--- config.mk ---
export PLATFORM = sky130hd
export DESIGN_NAME = core_rrv_dmem_arb
export DESIGN_NICKNAME = d
export VERILOG_FILES = /design/src/rtl/core_rrv_dmem_arb.sv
export SDC_FILE = /design/constraint.sdc
export NUM_CORES = 1
export LEC_CHECK = 0
export BUFFER_PORTS_ARGS = -buffer_cell sky130_fd_sc_hd__buf_2
export CAP_MARGIN = 20
export CELL_PAD_IN_SITES_DETAIL_PLACEMENT = 2
export CELL_PAD_IN_SITES_GLOBAL_PLACEMENT = 2
export CORE_UTILIZATION = 32
export CTS_CLUSTER_DIAMETER = 40
export DETAILED_ROUTE_END_ITERATION = 12
export GPL_TIMING_DRIVEN = 0
export PLACE_DENSITY_LB_ADDON = 0.15
export SYNTH_ARGS = -nofsm -noshare
export SYNTH_HDL_FRONTEND = slang
export SYNTH_SLANG_ARGS = --single-unit
--- constraint.sdc ---
create_clock -name Clock -period 2.6 [get_ports Clock]
set_input_delay 0.52 -clock Clock [delete_from_list [all_inputs] [get_ports Clock]]
set_output_delay 0.52 -clock Clock [all_outputs]
set_load 0.02 [all_outputs]
--- src/rtl/core_rrv_dmem_arb.sv ---
// Core/fabric arbiter and sequencer for the single-port D_MEM (1-cycle read latency).
// Optional performance counters are enabled with `define CORE_RRV_DMEM_ARB_PMON_EN.
module core_rrv_dmem_arb #(
  parameter int unsigned STARVE_MAX     = 4,
  parameter int unsigned RSP_FIFO_DEPTH = 4,
  parameter int unsigned TAG_W          = 8
) (
  input  logic             Clock,
  input  logic             Rst,
  input  logic             CoreReqValid,
  input  logic             CoreReqWrEn,
  input  logic [31:0]      CoreReqAddr,
  input  logic [31:0]      CoreReqData,
  input  logic [3:0]       CoreReqByteEn,
  output logic             CoreReqReady,
  output logic             CoreRspValid,
  output logic [31:0]      CoreRspData,
  input  logic             FabReqValid,
  input  logic             FabReqWrEn,
  input  logic [31:0]      FabReqAddr,
  input  logic [31:0]      FabReqData,
  input  logic [3:0]       FabReqByteEn,
  input  logic [TAG_W-1:0] FabReqTag,
  output logic             FabReqReady,
  output logic             FabRspValid,
  output logic [31:0]      FabRspData,
  output logic [TAG_W-1:0] FabRspTag,
  input  logic             FabRspReady,
  output logic             MemRdEn,
  output logic             MemWrEn,
  output logic [31:0]      MemAddr,
  output logic [31:0]      MemWrData,
  output logic [3:0]       MemByteEn,
  input  logic [31:0]      MemRdData
`ifdef CORE_RRV_DMEM_ARB_PMON_EN
  ,
  output logic [31:0]      PmonCoreStall,
  output logic [31:0]      PmonFabGrant,
  output logic [31:0]      PmonForced
`endif
);

  localparam int unsigned PTR_W = (RSP_FIFO_DEPTH > 1) ? $clog2(RSP_FIFO_DEPTH) : 1;
  localparam int unsigned CNT_W = PTR_W + 1;

  logic [3:0]       starveCnt;
  logic [CNT_W-1:0] fifoCount;
  logic [PTR_W-1:0] wrPtr;
  logic [PTR_W-1:0] rdPtr;
  logic             rdValid;
  logic             rdOwner;
  logic [TAG_W-1:0] rdTag;
  logic [31:0]      fifoData [RSP_FIFO_DEPTH];
  logic [TAG_W-1:0] fifoTag  [RSP_FIFO_DEPTH];

  logic             rdInflight;
  logic [CNT_W:0]   occupancy;
  logic             fabOk;
  logic             forced;
  logic             grantCore;
  logic             grantFab;
  logic             push;
  logic             pop;
  logic             fifoFull;

  // In-flight fabric read already owns a FIFO slot, so it counts against room.
  assign rdInflight = rdValid & rdOwner;
  assign occupancy  = {1'b0, fifoCount} + (CNT_W+1)'(rdInflight);
  assign fabOk      = FabReqValid & (FabReqWrEn | (occupancy < (CNT_W+1)'(RSP_FIFO_DEPTH)));
  assign forced     = (starveCnt == 4'(STARVE_MAX));

  assign grantFab  = Rst & fabOk & (forced | ~CoreReqValid);
  assign grantCore = Rst & CoreReqValid & ~grantFab;

  assign CoreReqReady = grantCore;
  assign FabReqReady  = grantFab;

  always_comb begin
    MemRdEn   = 1'b0;
    MemWrEn   = 1'b0;
    MemAddr   = '0;
    MemWrData = '0;
    MemByteEn = '0;
    if (grantCore) begin
      MemRdEn   = ~CoreReqWrEn;
      MemWrEn   = CoreReqWrEn;
      MemAddr   = CoreReqAddr;
      MemWrData = CoreReqData;
      MemByteEn = CoreReqByteEn;
    end else if (grantFab) begin
      MemRdEn   = ~FabReqWrEn;
      MemWrEn   = FabReqWrEn;
      MemAddr   = FabReqAddr;
      MemWrData = FabReqData;
      MemByteEn = FabReqByteEn;
    end
  end

  assign CoreRspValid = rdValid & ~rdOwner;
  assign CoreRspData  = CoreRspValid ? MemRdData : '0;

  assign fifoFull    = (fifoCount == CNT_W'(RSP_FIFO_DEPTH));
  assign push        = rdValid & rdOwner;
  assign FabRspValid = Rst & (fifoCount != '0);
  assign pop         = FabRspValid & FabRspReady;
  assign FabRspData  = fifoData[rdPtr];
  assign FabRspTag   = fifoTag[rdPtr];

  always_ff @(posedge Clock) begin
    if (!Rst) begin
      starveCnt <= '0;
      rdValid   <= 1'b0;
      rdOwner   <= 1'b0;
      rdTag     <= '0;
      fifoCount <= '0;
      wrPtr     <= '0;
      rdPtr     <= '0;
    end else begin
      if (!FabReqValid || grantFab) begin
        starveCnt <= '0;
      end else if (!forced) begin
        starveCnt <= starveCnt + 4'd1;
      end

      rdValid <= (grantCore & ~CoreReqWrEn) | (grantFab & ~FabReqWrEn);
      rdOwner <= grantFab;
      rdTag   <= FabReqTag;

      if (push) wrPtr <= wrPtr + PTR_W'(1);
      if (pop)  rdPtr <= rdPtr + PTR_W'(1);
      case ({push, pop})
        2'b10:   fifoCount <= fifoCount + CNT_W'(1);
        2'b01:   fifoCount <= fifoCount - CNT_W'(1);
        default: fifoCount <= fifoCount;
      endcase
    end
  end

  always_ff @(posedge Clock) begin
    if (push) begin
      fifoData[wrPtr] <= MemRdData;
      fifoTag[wrPtr]  <= rdTag;
    end
  end

  overflowChk: assert property (@(posedge Clock) disable iff (!Rst) !(push && !pop && fifoFull));

`ifdef CORE_RRV_DMEM_ARB_PMON_EN
  always_ff @(posedge Clock) begin
    if (!Rst) begin
      PmonCoreStall <= '0;
      PmonFabGrant  <= '0;
      PmonForced    <= '0;
    end else begin
      if (CoreReqValid && !grantCore) PmonCoreStall <= PmonCoreStall + 32'd1;
      if (grantFab)                   PmonFabGrant  <= PmonFabGrant + 32'd1;
      if (grantFab && forced)         PmonForced    <= PmonForced + 32'd1;
    end
  end
`endif

endmodule

---- After elaboration in Yosys (flattened, before gate mapping) ----
Memory sizes are Yosys's and may differ from the RTL's. A register that Yosys moved wholly into a read port is not among the register bits.
Cells that the tools add are included.
Widths: inputs -> output; s select.
operators by class
  muxes and demuxes ....................... 18
  reductions and logical operators ........ 5
  magnitude comparators ................... 1
  bitwise logic cells ..................... 20
  eq/ne operators ......................... 3
  $add $sub $neg .......................... 6
operators with widths
  kind                 number
  $mux 32              5
  $and 1x1->1          11
  $mux 2               4
  $mux 4               2
  $mux 1               6
  $not 1->1            6
  $pmux 3 s2           1
  $add 2x1->2 const B  2
  $add 3x1->4          1
  $add 4x1->4 const B  1
  $eq 4x3->1 const B   1
  $lt 4x3->1 const B   1
  $add 3x1->3 const B  1
  $or 1x1->1           3
  $reduce_bool 3->1    1
  $sub 3x1->3 const B  1
  $eq 2x1->1 const B   1
  $eq 2x2->1 const B   1
  $reduce_bool 2->1    1
  $reduce_or 2->1      1
  $logic_not 1->1      1
  $logic_or 1x1->1     1
word-level totals
  word-level logic and storage cells ...... 62
  bits in registers ....................... 21
  bits in writable memories ............... 160
  memories kept ........................... 2
  output and inout bits ................... 146
  input bits .............................. 183
memories
  memory    depth  width  rd ports  clocked after memory_dff  write ports  line  text
  fifoData  4      32     1         1                         1            53    logic [31:0] fifoData [RSP_FIFO_DEPTH];
  fifoTag   4      8      1         1                         1            54    logic [TAG_W-1:0] fifoTag [RSP_FIFO_DEPTH];

---- Longest topological paths before layout ----
  word-level depth ........................ 11
  mapped depth ............................ 8
  mapped depth without buffers ............ 7

---- Least setup slack after synthesis ----
Ideal clock, no wire load.
  kind .................................... in2out
  start point ............................. in CoreReqValid
  end point ............................... out CoreReqReady
  buffers on the path ..................... 2
  arrival ................................. 1.917 ns
  required time ........................... 2.080 ns
  stages on the path ...................... 6
  path slack .............................. 0.163 ns
  cells stage by stage .................... clkbuf_1 inv_1 o221ai_4 buf_8 inv_2 nor3_1
on the way
  word-level cells in the longest chain between the ends .. 5
  elaborated cells on any way between the ends .. 6
  classes of those cells .................. bitwise (6)
ends and longest elaborated chain
  item             line  text
  from (decl)      10    input logic CoreReqValid,
  $not 1->1        72    assign grantFab = Rst & fabOk & (forced | ~CoreReqValid);
  $or 1x1->1       72
  $and 1x1->1      72
  net FabReqReady  24    output logic FabReqReady,
  $not 1->1        73    assign grantCore = Rst & CoreReqValid & ~grantFab;
  $and 1x1->1      73
  to (decl)        15    output logic CoreReqReady,
The timed path passes the listed nets, and every way through them passes these cells.

---- Worst setup path after layout ----
  start point ............................. reg starveCnt[1]
  end point ............................... out MemAddr[25]
on the way
  word-level cells in the longest chain between the ends .. 6
  elaborated cells on any way between the ends .. 7
  classes of those cells .................. eq/ne (1); mux (2); bitwise (4)
ends and longest elaborated chain
  item                    line  text
  from (decl)             46    logic [3:0] starveCnt;
  from (signal assigned)  122   starveCnt <= starveCnt + 4'd1;
  $eq 4x3->1 (*)          70    assign forced = (starveCnt == 4'(STARVE_MAX));
  $or 1x1->1 (*)          72
  $and 1x1->1 (*)         72
  $not 1->1               73
  $and 1x1->1             73
  $mux 32 (*)             84    if (grantCore) begin
  to (decl)               31    output logic [31:0] MemAddr,
Every way passes the cells marked *; elsewhere a longest branch is shown, timed or not.

==> results summary <==
The flow ran to the end, but the final reports show violations. The final reports fail on negative setup slack. The area of all placed cells without fillers is 0.0118 sq mm.

The post-synthesis average cell area is 16.3 sq um. The number of setup violations in the final report came out at 69. The sum of internal, switching and leakage power came out at 6640 uW.

The total clock buffers created by CTS is 17. The pin count of the biggest net entering global routing is 31. The die boundary width came out at 164 microns. For this configuration, the core starts out at a cell density of 32.9%. The number of max-capacitance violations reported came out at 0.

Among all stages on the critical path, the largest delay is contributed by sky130_fd_sc_hd__dfxtp_2. Detailed placement finished with a half-perimeter wire length of 20.5 mm. The worst setup path is captured at an output pin. The post-route antenna net violation count came out at 0. The share of flip-flops with an asynchronous set or reset is 0%. The number of DRC markers in iteration 0 came out at 183. Along the worst path, the maximum fanout reaches 5.

In this run the clock root is driven by a sky130_fd_sc_hd__clkbuf_16. The final critical-path setup slack is -227 ps. The residual overflow from global routing is 0. The worst setup skew after layout came out at 12.2 ps.

The wire length per cell after detailed routing came out at roughly 23 microns. The power per standard cell area is around 560 mW/mm^2. The final core utilization came out at 46.6%.

The top cell type by total area after synthesis is sky130_fd_sc_hd__edfxtp_1. The vertical die dimension is around 160 microns. For the finished layout, the period the worst path requires is 2830 ps.

The initial antenna violation count is 2. Summing every instance area after synthesis gives 0.00835 sq mm. The cell count after synthesis came out at between 500 and 600. The worst pin sits at a relative slew slack of 69.0%.

The via count of the first global-routing pass is 6847. The total number of yosys warnings came out at 0. The synthesis-to-layout area growth is 41.6%. The commonest cells after synthesis are 160 x sky130_fd_sc_hd__edfxtp_1, 69 x sky130_fd_sc_hd__and3_1, 68 x sky130_fd_sc_hd__mux2_2. For this run, the post-layout net count is roughly 1100. Setup repair after global routing could not meet its margin everywhere. The global routing usage on met3 is 5.66%.

The startpoint class of the critical path is a register. The largest stage delay on the critical path is 350 ps. For this block, the via count after detailed routing is approximately 6000. The global-route met1 utilization is 21.9%. The logic depth of the worst register-to-register path came out at 7. The core footprint came out at between 0.02 and 0.03 sq mm. The actual transition at the worst max-transition pin came out at 465 ps.

The count of port buffers added during placement came out at ~330. Summed over its instances, the top area cell type makes up 57.5% of the synthesized netlist area. Counting flops with a built-in enable in the synthesized netlist gives 160. The remaining routing DRC violations is 0.

The total wire length after detailed routing is 27.8 mm. In this run the worst setup path begins at starveCnt[1]. The first global-routing pass estimated 41.2 mm of wire. The clock tree buffer depth is 2. The later-pin clock latency in the skew report came out at roughly 420 ps.

The most instantiated flip-flop cell in the synthesis netlist is sky130_fd_sc_hd__edfxtp_1. The tightest min-delay check is of the in2reg type. The maximum clock rate came out at 354 MHz. The number of clock sinks is 183.

The number of antenna diodes is 0. The final critical-path share of the clock period came out at 109%. The maximum level of the CTS H-tree is 4. The overall track demand over capacity in global routing is about a fifth.

Using the TritonRoute via totals, the vias-per-cell ratio works out to 4.91. Counting flops and latches in the post-synthesis netlist gives approximately 180. The internal reg-to-reg setup slack is 490 ps.

Of the cells placed in the final design, the portion with a size suffix greater than 1 is roughly three fifths. The beginning of the worst register-to-register path is fifoCount[0]. The most instantiated library cell after synthesis is sky130_fd_sc_hd__edfxtp_1. The first-pass iteration count of the detailed router is 4.

The leakage power summed over all cells came out at 0.00515 uW. Before CTS, the worst setup slack after placement is -429 ps. In this run the most used layer during global routing was met2. The clock input transition at the sequential cells of the worst setup and hold paths is 70 ps. The end point of the critical path is MemAddr[25]. The tightest hold path in the finished design has a slack of 300 ps. IR analysis of the VDD net gives a maximum drop of 0.374 mV. The number of top-level pins is between 300 and 400. The number of nets handed over by synthesis was 703. The floorplan die area is 0.0268 sq mm. The post-synthesis sequential area ratio came out at between 60% and 70%. The floorplan row count came out at 58. The clock tree from TritonCTS is yes.

The met2 demand-to-capacity share in global routing is between 40% and 50%. The critical path is of the reg2out type. The final estimated routing congestion in global placement is 0.910. Counting distinct cell types in the post-synthesis netlist gives 38.

The total area of multi-input combinational cells came out at 0.00303 sq mm. The critical path goes through inv_2 -> ha_4 -> and3b_2 -> o221ai_4 -> buf_12 -> buf_16 -> buf_8 -> mux2_4 -> buf_6. The count of filler cells inserted in the layout came out at 2498. The number of max-slew violations in the final report came out at 0. The placed cell area is 0.0105 sq mm. The area taken by flip-flops and latches came out at between 0.005 and 0.006 sq mm. The arrival time at the worst endpoint is 2310 ps.

The data required time of the worst path came out at 2080 ps. The endpoint of the most critical register-to-register path is fifoCount[2]. By area the synthesized netlist is led by sky130_fd_sc_hd__edfxtp_1 58%, sky130_fd_sc_hd__mux4_2 11%, sky130_fd_sc_hd__mux2_2 9.2%. The total count of hold-check failures in the final report was 0.
## metrics by stage
stage                     cells  TNS, ps
final                      1217   -12920
after global routing       1217   -19050
after CTS                  1214   -12620
after detailed placement   1172   -19390
after global placement     1168   -23610
after floorplan             512        0
## where the power goes
| group | switching (uW) | internal (uW) |
|---|---|---|
| logic | 430 | 410 |
| clock network | 1140 | 1440 |
| registers | 16.9 | 3210 |
## cells in the final DEF, fill, tap and decap left out, types with 2 or more instances in the layout
cell / netlist / layout
sky130_fd_sc_hd__a41o_1: 2 / 2
sky130_fd_sc_hd__mux2i_1: 2 / 2
sky130_fd_sc_hd__a21oi_1: 4 / 3
sky130_fd_sc_hd__edfxtp_1: 160 / 160
sky130_fd_sc_hd__clkbuf_2: 0 / 6
sky130_fd_sc_hd__dfxtp_1: 23 / 19
sky130_fd_sc_hd__inv_6: 0 / 4
sky130_fd_sc_hd__o21ai_0: 2 / 2
sky130_fd_sc_hd__a22oi_1: 3 / 3
sky130_fd_sc_hd__nand2_1: 5 / 5
sky130_fd_sc_hd__buf_8: 1 / 2
sky130_fd_sc_hd__buf_2: 4 / 277
sky130_fd_sc_hd__inv_8: 0 / 2
sky130_fd_sc_hd__ha_1: 7 / 6
sky130_fd_sc_hd__clkinv_4: 0 / 4
sky130_fd_sc_hd__and2_1: 42 / 42
sky130_fd_sc_hd__clkbuf_16: 0 / 18
sky130_fd_sc_hd__inv_1: 10 / 8
sky130_fd_sc_hd__buf_6: 6 / 50
sky130_fd_sc_hd__buf_12: 0 / 11
sky130_fd_sc_hd__and3_2: 3 / 4
sky130_fd_sc_hd__dfxtp_2: 0 / 4
sky130_fd_sc_hd__mux2_4: 0 / 45
sky130_fd_sc_hd__inv_2: 1 / 3
sky130_fd_sc_hd__nor3_1: 4 / 4
sky130_fd_sc_hd__nand3_1: 3 / 3
sky130_fd_sc_hd__clkbuf_1: 26 / 20
sky130_fd_sc_hd__buf_16: 0 / 3
sky130_fd_sc_hd__mux4_2: 40 / 40
sky130_fd_sc_hd__nor2_1: 8 / 8
sky130_fd_sc_hd__xnor2_1: 4 / 4
sky130_fd_sc_hd__mux2_2: 68 / 23
sky130_fd_sc_hd__xor2_1: 2 / 2
sky130_fd_sc_hd__buf_4: 0 / 12
sky130_fd_sc_hd__and3_1: 69 / 68
## final cells by class
class / instances / area share [%]
multi-input combinational: 280 / 25.6
clock inverter: 12 / 1.10
buffer: 35 / 2.07
clock buffer: 20 / 3.96
timing repair buffer: 345 / 18.8
sequential: 183 / 44.5
inverter: 12 / 0.381
tap: 330 / 3.49
## registers in the layout, indices dropped and copies added (netlist names), named ones only
signal     count
rdTag          8
rdPtr          2
fifoData     128
fifoCount      3
wrPtr          2
rdValid        1
fifoTag       32
rdOwner        1
starveCnt      4
## what timing repair did
item,in CTS,in global routing
pin swaps,2,1
buffers inserted,9,3
setup endpoints to repair,127,89
gates resized for setup,141,38
hold buffers,0,0
cloned,3,0
hold endpoints to repair,0,0
## worst max-delay path, delay by kind of cell (launching register included)
kind,cells,cell delay [ps]
buffers and inverters,5,600
adder cells (fa/ha/maj),1,160
AND/OR/NAND/NOR,1,240
AO/OA/AOI/OAI,1,240
multiplexers,1,310
flip-flops,1,350
## worst min-delay path by stage
stage / from / endpoint / depth (start not counted)
after CTS: FabReqTag[5] / rdTag[5] / 2
after detailed placement: rdPtr[1] / register / 1
after floorplan: rdPtr[1] / register / 1
after global routing: FabReqTag[1] / rdTag[1] / 2
after global placement: rdTag[1] / fifoTag[0][1] / 0
final: FabReqTag[5] / rdTag[5] / 2
## kinds of logic (layout without fill, tap and decap cells)
kind of cell    Yosys count  count (layout)  synth area share [%]
compound gates           16              16                  1.84
buf+inv                  49             424                  2.94
fa+ha+maj                 8               8                  1.29
xor+xnor                  6               6                 0.629
mux                     110             110                  20.2
flops                   183             183                  63.0
simple gates            140             140                  10.1
## layer usage
layer | share of wire (%) | vias to the layer above
li1 | - | 2705
met4 | 1.8 | 4
met2 | 56 | 210
met5 | 0.10 | -
met3 | 6.0 | 29
met1 | 36 | 3023
No activity file was read; power rests on OpenSTA's default activity.
